### config.mk
export PLATFORM = sky130hd
export DESIGN_NAME = adder_arbiter_flat
export DESIGN_NICKNAME = d
export VERILOG_FILES = /design/src/rtl/adder_arb_pkg.sv /design/src/rtl/adder_arbiter_if.sv /design/src/rtl/adder.sv /design/src/rtl/adder_arbiter_rr_pick.sv /design/src/rtl/adder_arbiter.sv /design/src/flat_wrapper.sv
export SDC_FILE = /design/constraint.sdc
export NUM_CORES = 1
export LEC_CHECK = 0
export CAP_MARGIN = 20
export CORE_AREA = 2 2 128 130
export DETAILED_ROUTE_END_ITERATION = 7
export DIE_AREA = 0 0 130 132
export PLACE_DENSITY = 0.86
export SLEW_MARGIN = 10
export SYNTH_ARGS = -nofsm -noshare
export SYNTH_HDL_FRONTEND = slang
export SYNTH_SLANG_ARGS = --single-unit
### constraint.sdc
create_clock -name clk -period 5.6 [get_ports clk]
set_input_delay 1.12 -clock clk [delete_from_list [all_inputs] [get_ports clk]]
set_output_delay 1.12 -clock clk [all_outputs]
set_load 0.01 [all_outputs]
### src/rtl/adder_arb_pkg.sv
// Shared constants, FSM encoding and width helper for the adder_arbiter slice.
// Optional feature macro used across this slice: ADD_ARB_OVF_EN.
package adder_arb_pkg;

  localparam int DEF_WL   = 32;
  localparam int DEF_NREQ = 4;

  typedef enum logic {
    ST_EMPTY = 1'b0,
    ST_FULL  = 1'b1
  } arb_state_t;

  // Never narrower than one bit, so NREQ=2 still gets a usable ID field.
  function automatic int idw_of(input int n);
    return (n <= 2) ? 1 : $clog2(n);
  endfunction

endpackage

### src/rtl/adder_arbiter_if.sv
// Requester and response channels of adder_arbiter.
// The rsp_ovf signal exists only when ADD_ARB_OVF_EN is defined.
interface adder_arbiter_if
  import adder_arb_pkg::*;
#(
  parameter int WL   = DEF_WL,
  parameter int NREQ = DEF_NREQ
);
  localparam int IDW = idw_of(NREQ);

  logic [NREQ-1:0]    req_valid;
  logic [NREQ-1:0]    req_ready;
  logic [NREQ*WL-1:0] req_in1;
  logic [NREQ*WL-1:0] req_in2;
  logic               rsp_valid;
  logic               rsp_ready;
  logic [IDW-1:0]     rsp_id;
  logic [WL-1:0]      rsp_data;
`ifdef ADD_ARB_OVF_EN
  logic               rsp_ovf;
`endif

  modport slave (
    input  req_valid, req_in1, req_in2, rsp_ready,
    output req_ready, rsp_valid, rsp_id, rsp_data
`ifdef ADD_ARB_OVF_EN
    , output rsp_ovf
`endif
  );

  modport master (
    output req_valid, req_in1, req_in2, rsp_ready,
    input  req_ready, rsp_valid, rsp_id, rsp_data
`ifdef ADD_ARB_OVF_EN
    , input rsp_ovf
`endif
  );

endinterface

### src/rtl/adder.sv
// Plain WL-bit adder; carry-out is discarded.
module adder #(
  parameter int WL = 32
) (
  input  logic [WL-1:0] a,
  input  logic [WL-1:0] b,
  output logic [WL-1:0] sum
);

  assign sum = a + b;

endmodule

### src/rtl/adder_arbiter_rr_pick.sv
// Combinational round-robin picker: first set request at or after ptr wins.
module rr_pick
  import adder_arb_pkg::*;
#(
  parameter  int NREQ = DEF_NREQ,
  localparam int IDW  = idw_of(NREQ)
) (
  input  logic [NREQ-1:0] req,
  input  logic [IDW-1:0]  ptr,
  output logic [NREQ-1:0] gnt,
  output logic [IDW-1:0]  gnt_idx,
  output logic            any
);

  int unsigned j;

  always_comb begin
    gnt     = '0;
    gnt_idx = '0;
    any     = 1'b0;
    j       = 0;
    for (int unsigned k = 0; k < NREQ; k++) begin
      j = (32'(ptr) + k) % 32'(NREQ);
      if (!any && req[j]) begin
        any     = 1'b1;
        gnt[j]  = 1'b1;
        gnt_idx = IDW'(j);
      end
    end
  end

endmodule

### src/rtl/adder_arbiter.sv
// Round-robin arbiter sharing one adder among NREQ requesters, one result register.
// Define ADD_ARB_OVF_EN to add the registered signed-overflow flag rsp_ovf.
module adder_arbiter
  import adder_arb_pkg::*;
#(
  parameter int WL   = DEF_WL,
  parameter int NREQ = DEF_NREQ
) (
  input logic       clk,
  input logic       rst,
  adder_arbiter_if.slave bus
);

  localparam int IDW = idw_of(NREQ);

  arb_state_t      state;
  logic [IDW-1:0]  ptr;
  logic [NREQ-1:0] gnt;
  logic [IDW-1:0]  gnt_idx;
  logic            any;
  logic            slot_free;
  logic            xfer;
  logic [WL-1:0]   op_a;
  logic [WL-1:0]   op_b;
  logic [WL-1:0]   sum;

  rr_pick #(.NREQ(NREQ)) u_pick (
    .req     (bus.req_valid),
    .ptr     (ptr),
    .gnt     (gnt),
    .gnt_idx (gnt_idx),
    .any     (any)
  );

  always_comb begin
    op_a = '0;
    op_b = '0;
    for (int unsigned i = 0; i < NREQ; i++) begin
      if (gnt_idx == IDW'(i)) begin
        op_a = bus.req_in1[i*WL +: WL];
        op_b = bus.req_in2[i*WL +: WL];
      end
    end
  end

  adder #(.WL(WL)) u_adder (
    .a   (op_a),
    .b   (op_b),
    .sum (sum)
  );

  assign slot_free     = (state == ST_EMPTY) || bus.rsp_ready;
  assign xfer          = slot_free && any && !rst;
  assign bus.req_ready = (slot_free && !rst) ? gnt : '0;
  assign bus.rsp_valid = (state == ST_FULL);

  always_ff @(posedge clk or posedge rst) begin
    if (rst) begin
      state        <= ST_EMPTY;
      ptr          <= '0;
      bus.rsp_id   <= '0;
      bus.rsp_data <= '0;
`ifdef ADD_ARB_OVF_EN
      bus.rsp_ovf  <= 1'b0;
`endif
    end else begin
      if (xfer) begin
        state        <= ST_FULL;
        ptr          <= (gnt_idx == IDW'(NREQ-1)) ? '0 : gnt_idx + 1'b1;
        bus.rsp_id   <= gnt_idx;
        bus.rsp_data <= sum;
`ifdef ADD_ARB_OVF_EN
        bus.rsp_ovf  <= (op_a[WL-1] == op_b[WL-1]) && (sum[WL-1] != op_a[WL-1]);
`endif
      end else if (state == ST_FULL && bus.rsp_ready) begin
        state <= ST_EMPTY;
      end
    end
  end

endmodule

### src/flat_wrapper.sv
// flat-port wrapper written by rule: the top's interface ports become plain ports
module adder_arbiter_flat import adder_arb_pkg::*;
#(
  parameter int WL   = DEF_WL,
  parameter int NREQ = DEF_NREQ
)
  (clk, rst, bus_req_valid, bus_req_in1, bus_req_in2, bus_rsp_ready, bus_req_ready, bus_rsp_valid, bus_rsp_id, bus_rsp_data);
  adder_arbiter_if #(.WL(WL), .NREQ(NREQ)) bus_i ();
  input logic clk;
  input logic rst;
  input wire logic [$bits(bus_i.req_valid)-1:0] bus_req_valid;
  input wire logic [$bits(bus_i.req_in1)-1:0] bus_req_in1;
  input wire logic [$bits(bus_i.req_in2)-1:0] bus_req_in2;
  input wire logic [$bits(bus_i.rsp_ready)-1:0] bus_rsp_ready;
  output wire logic [$bits(bus_i.req_ready)-1:0] bus_req_ready;
  output wire logic [$bits(bus_i.rsp_valid)-1:0] bus_rsp_valid;
  output wire logic [$bits(bus_i.rsp_id)-1:0] bus_rsp_id;
  output wire logic [$bits(bus_i.rsp_data)-1:0] bus_rsp_data;
  assign bus_i.req_valid = bus_req_valid;
  assign bus_i.req_in1 = bus_req_in1;
  assign bus_i.req_in2 = bus_req_in2;
  assign bus_i.rsp_ready = bus_rsp_ready;
  assign bus_req_ready = bus_i.req_ready;
  assign bus_rsp_valid = bus_i.rsp_valid;
  assign bus_rsp_id = bus_i.rsp_id;
  assign bus_rsp_data = bus_i.rsp_data;
  adder_arbiter #(.WL(WL), .NREQ(NREQ)) u_core (.clk(clk), .rst(rst), .bus(bus_i));
endmodule
==> flow_metrics.py, run 1 <==
metrics = {
    "cells_and_area": {
        "finalNetCount": 1655,
        "drive_above_1_share": 0.176,
        "area_growth_pct": 84.6,
        "stdcell_count": 1567,
    },
    "route": {
        "dr.first_iter.drc_count": 579,
        "vias_per_cell": 5.32,
        "ant_nets": 0,
        "wl_per_cell_um": 16.6,
        "via_count": 8335,
        "firstDrtPassIters": 5,
        "remaining_drc_errors": 0,
        "routed_wl_um": 26100,
    },
    "grt": {
        "gr-usage-all-layers": 0.291,
        "antenna_found_initial": 1,
        "grt_pass1_vias": 8088,
        "grt_pass1_wl_um": 40100,
        "grt_overflow": 0,
        "grt_max_degree": 42,
    },
    "logic_synthesis": {
        "yosys_most_used_dff": "dfrtp_1",
        "synth_cell_types": 61,
        "async_flop_share": 1.00,
        "synth_most_common_cell": "nand2_1",
        "synth_top_cell_by_area": "dfrtp_1",
        "netlist_top_cells_area": "dfrtp_1 16%, a21oi_1 13%, nand2_1 12%",
        "synth_top_cell_area_share": 0.161,
        "synthesis.area_mm2": 0.00575,
        "yosysWarnings": 0,
        "synth_area_per_cell_um2": 6.17,
        "ys_seq_elements": 37,
        "syn_inst": 932,
        "seq_area_frac_synth": 0.161,
        "yosys-top-cells-count": "190 x nand2_1, 157 x nor2_1, 152 x a21oi_1, 96 x o21ai_0, 49 x clkbuf_1",
        "synth_edf_count": 0,
        "syn_nets": 1238,
    },
    "timing": {
        "finalHoldViolCount": 0,
        "clock.fmax_mhz": 186,
        "fin_crit_sh": 0.961,
        "final_period_minus_worst_setup_slack_ps": 5380,
        "setup_viol": 0,
        "worst_slew_pin_slew_ps": 719,
        "fin_skew_ps": 4.26,
        "report.final.slew_viol_count": 0,
        "slew_headroom": 0.521,
    },
    "critical_path": {
        "worstSetupPathType": "in -> reg",
        "start_kind": "input port",
        "cp_slowest_cell": "or3_4",
        "crit_family": "compound AO/OA/AOI/OAI gates",
        "cp_slowest_stage_delay_ps": 390,
        "cp.arrival_ps": 5560,
        "end_kind": "register",
        "cp_common_cell": "buf_4",
        "crit_buf_inv": 5,
        "worstPathRequired_ps": 5780,
        "cp_max_fo": 9,
    },
    "die": {
        "initial_core_util": 0.366,
        "rows": 46,
        "die_area_mm2": 0.0172,
        "io_pins": 302,
        "die_x_um": 130,
        "chipHeight_um": 132,
        "core_area_mm2": 0.0157,
    },
    "placement": {
        "routabilityCongestion": 1.03,
        "placed_cells": 1548,
        "numPortBuffers": 301,
        "dp_hpwl_um": 21300,
    },
    "min_path": {
        "hold_class": "reg -> reg",
    },
    "clock_network": {
        "clk-insertion-delay-late_ps": 280,
        "clock_path_buffers": 2,
        "cts_tree": "yes",
        "clock_sinks": 37,
        "h-tree-depth": 2,
        "cts_buffers": 5,
        "clk_pin_slew_ps": 60,
        "ctsRootBufferMaster": "clkbuf_16",
    },
    "job": {
        "maxCapViolations": 0,
    },
    "run_status": {
        "outcome": "finished clean",
    },
}
flip-flops by register name, summed over array words and instances, names as in the netlist:
name                  flops
u_core.ptr                2
u_core.bus.rsp_valid      1
u_core.bus.rsp_id         2
u_core.bus.rsp_data      32
worst register-to-register path, cell delays in order (launching register included):
cell and delay (ps):
dfrtp_1 340, inv_1 100, ha_1 480, mux4_2 390
or3_4 350, o22a_1 250, inv_2 110, ha_4 240
buf_12 170, buf_12 160, nor2_1 60, a21oi_1 140
nor2_1 80, a21oi_2 130, o21ai_0 90, ha_1 300
and2_1 190, and3_1 200, a311o_1 420, o211ai_1 230
buf_4 180, nand2_1 90, xnor2_2 190, o21ai_0 100
repair_timing:
action | in CTS | in global routing
setup endpoints to repair | 22 | 24
setup buffers | 4 | 4
hold buffers | 0 | 0
cloned | 1 | 1
hold endpoints to repair | 0 | 0
pin swaps | 5 | 9
resized for setup | 24 | 36
cell families after synthesis:
kind of cell | after synthesis | synth area share
mux | 9 | 0.0250
fa+ha+maj | 43 | 0.0949
xor+xnor | 18 | 0.0274
simple gates | 408 | 0.291
compound gates | 338 | 0.341
flops | 37 | 0.161
buf+inv | 79 | 0.0592
per-layer routing:
layer,track usage,routed length (um)
met5,0,0
met4,0.122,1240
met3,0.0560,2000
met2,0.492,12400
met1,0.358,10500
final cells by class:
type                            instances  area [um^2]
Antenna cell                            1         2.50
Clock buffer                            5          125
Clock inverter                          3         17.5
Fill cell                            1298         5110
Inverter                               10         37.5
Multi-Input combinational cell        816         4710
Sequential cell                        37          926
Tap cell                              216          270
Timing Repair Buffer                  479         4520
worst paths after layout:
kind                                      endpoint              startpoint  cells past startpoint  slack [ps]
max                        u_core.bus.rsp_data[24]        bus_req_valid[0]                     26         220
min                         u_core.bus.rsp_data[8]  u_core.bus.rsp_data[8]                      2         470
max reg2reg                u_core.bus.rsp_data[21]           u_core.ptr[1]                     23         470
min reg2reg                 u_core.bus.rsp_data[8]  u_core.bus.rsp_data[8]                      2         470
max in group asynchronous            u_core.ptr[0]                     rst                      3        3990
min in group asynchronous   u_core.bus.rsp_data[5]                     rst                      3        1270
per-stage QoR:
| step | area, um^2 | util | setup TNS [ps] | setup WS [ps] | hold slack, ps |
|---|---|---|---|---|---|
| floorplan | 5760 | - | -3.22 | -3.22 | 509 |
| global placement | 10200 | 0.646 | -8040 | -497 | 459 |
| detailed placement | 10200 | 0.646 | -11060 | -610 | 466 |
| CTS | 10400 | 0.664 | -11.2 | -11.2 | 478 |
| global route | 10600 | 0.675 | -168 | -84.8 | 503 |
| finish | 10600 | 0.675 | 0 | 221 | 474 |
cells in the final DEF, fill, tap and decap left out, types with 4 or more instances in the layout:
master,synthesis,final
o21a_1,5,5
a21oi_2,0,11
mux4_2,4,4
buf_4,4,164
a211o_1,4,4
nor3b_1,4,4
o211ai_1,4,4
nand3_1,16,16
inv_1,10,8
ha_4,0,4
ha_1,42,38
xor2_1,7,7
xnor2_1,11,9
a211oi_1,4,4
a21oi_1,152,141
clkbuf_16,0,6
nor2_1,157,155
a221oi_1,7,6
a22oi_1,5,5
o31ai_1,7,5
and3_1,6,6
nand4_1,4,4
o21ai_1,0,7
o21ai_0,96,87
clkdlybuf4s50_1,0,297
o311ai_1,6,7
a21o_1,19,19
a31oi_1,6,6
buf_12,0,11
nor3_1,9,9
dfrtp_1,37,37
nand2_1,190,190
Power of run 1 is not shown: default switching activity piles up to over one toggle a cycle in this logic, so the estimate is an artifact.
==> inputs of run 2 (changes only) <==
- CORE_AREA: 2 2 128 130 -> 2 2 122 136
- DIE_AREA: 0 0 130 132 -> 0 0 124 138
- clock period: 5.6 -> 4.4 ns (I/O delays scaled with it)
==> flow_metrics.py, run 2 (synthesized netlist as in run 1, its figures left out) <==
metrics = {
    "grt": {
        "antenna_found_initial": 1,
        "grt_max_degree": 50,
        "grt_pass1_vias": 8953,
        "grt_overflow": 0,
        "gr-usage-all-layers": 0.346,
        "grt_pass1_wl_um": 46600,
    },
    "critical_path": {
        "cp.arrival_ps": 5480,
        "ff2ff_setup_slack_ps": -850,
        "worstSetupPathType": "in -> reg",
        "crit_chain": "buf_8, buf_6, or3_4, nor3_2, a31oi_1, o32ai_2, buf_4, o32ai_4, inv_2, buf_4, buf_4, ha_4, buf_4, buf_4, o21ai_0, ha_1, a21o_1, buf_4, a21o_4, o211a_4, o311ai_4, a21oi_2, o21a_1, o31ai_4",
        "reg2regPathDepth": 23,
        "cp_slowest_cell": "or3_4",
        "crit_family": "compound AO/OA/AOI/OAI gates",
        "cp_slowest_stage_delay_ps": 380,
        "start_kind": "input port",
        "cp_max_fo": 17,
        "r2r_start": "u_core.ptr[0]",
        "crit_buf_inv": 9,
        "crit_cells": 24,
        "end_kind": "register",
        "rr_endpoint": "u_core.bus.rsp_data[18]",
        "worstPathRequired_ps": 4580,
        "cp_common_cell": "buf_4",
    },
    "run_status": {
        "violations": "setup timing",
        "outcome": "finished, violations left",
    },
    "cells_and_area": {
        "final_common_cell": "clkdlybuf4s50_1",
        "finalNetCount": 1718,
        "largest_reg_flops": 32,
        "layout_common_cells": "297 x clkdlybuf4s50_1, 191 x buf_4, 175 x nand2_1",
        "drive_above_1_share": 0.283,
        "area_growth_pct": 108,
        "reg_top3": "u_core.bus.rsp_data: 32 flops, u_core.bus.rsp_id: 2 flops, u_core.ptr: 2 flops",
        "top_register": "u_core.bus.rsp_data",
    },
    "job": {
        "maxCapViolations": 0,
    },
    "route": {
        "dr.first_iter.drc_count": 1032,
        "wl_met3_um": 3590,
        "via_count": 9583,
        "wl_per_cell_um": 21.6,
        "vias_per_cell": 5.92,
        "routed_wl_um": 34900,
        "m1WireLength_um": 12300,
        "remaining_drc_errors": 0,
        "met2_length_um": 16500,
        "top_layer_used": "met4",
        "firstDrtPassIters": 5,
        "ant_nets": 0,
    },
    "timing": {
        "finalHoldViolCount": 0,
        "rsz0062_at_grt": "yes",
        "layout_setup_ws_ps": -898,
        "report.final.slew_viol_count": 0,
        "fin_skew_ps": 2.08,
        "worst_slew_pin_slew_ps": 538,
        "setup_viol": 27,
        "clock.fmax_mhz": 189,
        "final_period_minus_worst_setup_slack_ps": 5300,
        "fin_tns_setup_ps": -17210,
        "fin_crit_sh": 1.20,
        "slew_headroom": 0.641,
    },
    "clock_network": {
        "clock_path_buffers": 2,
        "cts_tree": "yes",
        "ctsRootBufferMaster": "clkbuf_16",
        "h-tree-depth": 2,
        "clk_pin_slew_ps": 60,
        "clk-insertion-delay-late_ps": 280,
        "cts_buffers": 5,
        "clock_sinks": 37,
        "hold_buffers": 0,
    },
    "placement": {
        "routabilityCongestion": 0.997,
        "numPortBuffers": 301,
        "dp_hpwl_um": 21500,
    },
    "die": {
        "rows": 49,
        "die_area_mm2": 0.0171,
        "core_area_mm2": 0.0159,
        "io_pins": 302,
        "chipHeight_um": 138,
        "initial_core_util": 0.361,
        "die_x_um": 124,
    },
    "min_path": {
        "hold_class": "reg -> reg",
        "hold_path_end": "u_core.bus.rsp_data[2]",
        "min_delay_path_depth": 2,
        "worstHoldStart": "u_core.bus.rsp_data[2]",
    },
}
[run 2: cell count changes in the layout (fill, tap and decap cells not counted), moves of 15 or more]
cell / previous run / this run
o21ai_0: 87 / 37
o21ai_1: 7 / 46
buf_6: 1 / 29
buf_4: 164 / 191
a21oi_1: 141 / 118
a21oi_2: 11 / 31
nand2_1: 190 / 175
[run 2: timing repair]
item / in CTS / in global routing
resized for setup: 161 / 94
buffers inserted: 27 / 25
hold endpoints to repair: 0 / 0
endpoints found under the setup margin: 31 / 29
cloned: 5 / 2
pin swaps: 47 / 75
[run 2: area by class of cell]
type / count / area [um^2]
multi-input cells: 816 / 5340
repair buffers: 542 / 5210
fillers: 1075 / 3990
flip-flops and latches: 37 / 927
well taps: 204 / 255
clock buffers: 6 / 139
inverters: 10 / 42.5
clock inverters: 2 / 37.5
diodes: 1 / 2.50
[run 2: stage by stage]
step	setup WS (ps)	std cells	cell area, um^2	utilization	hold slack [ps]
final	-898	1618	12000	0.750	494
after global routing	-977	1618	12000	0.750	529
after CTS	-559	1598	11400	0.718	493
after detailed placement	-1480	1559	10500	0.657	476
after global placement	-1330	1559	10500	0.657	460
after floorplan	-589	932	6020	-	509
[run 2: worst max-delay path by stage]
| stage | start | end | slack, ps |
|---|---|---|---|
| finish | bus_req_valid[2] | u_core.bus.rsp_data[18] | -900 |
| global route | bus_req_valid[2] | u_core.bus.rsp_data[18] | -980 |
| CTS | bus_req_valid[2] | u_core.bus.rsp_data[25] | -560 |
| detailed placement | bus_req_valid[2] | u_core.bus.rsp_data[30] | -1480 |
| global placement | bus_req_valid[0] | u_core.bus.rsp_data[30] | -1330 |
| floorplan | u_core.ptr[0] | u_core.bus.rsp_data[30] | -590 |
[run 2: worst reg2reg max path, cell delays in order, from the launching register on]
cell and delay (ps):
dfrtp_2 430, inv_6 40, ha_4 320, nand2b_1 120, o22ai_1 70, a31oi_1 190
o32ai_2 140, buf_4 170, o32ai_4 290, buf_4 210, ha_4 250, buf_12 230
buf_4 150, nor2_1 50, a21oi_2 140, o21ai_1 90, ha_1 400, buf_4 190
a21oi_1 390, o22ai_4 210, o311ai_4 450, a21oi_2 130, o21a_1 230, o31ai_4 270
[run 2: metal layers]
metal,GRT usage,vias to the layer above
li1,-,4234
met1,0.406,4325
met2,0.590,799
met3,0.0656,225
met4,0.181,0
met5,0,-
Power of run 2 is left out for the same reason.
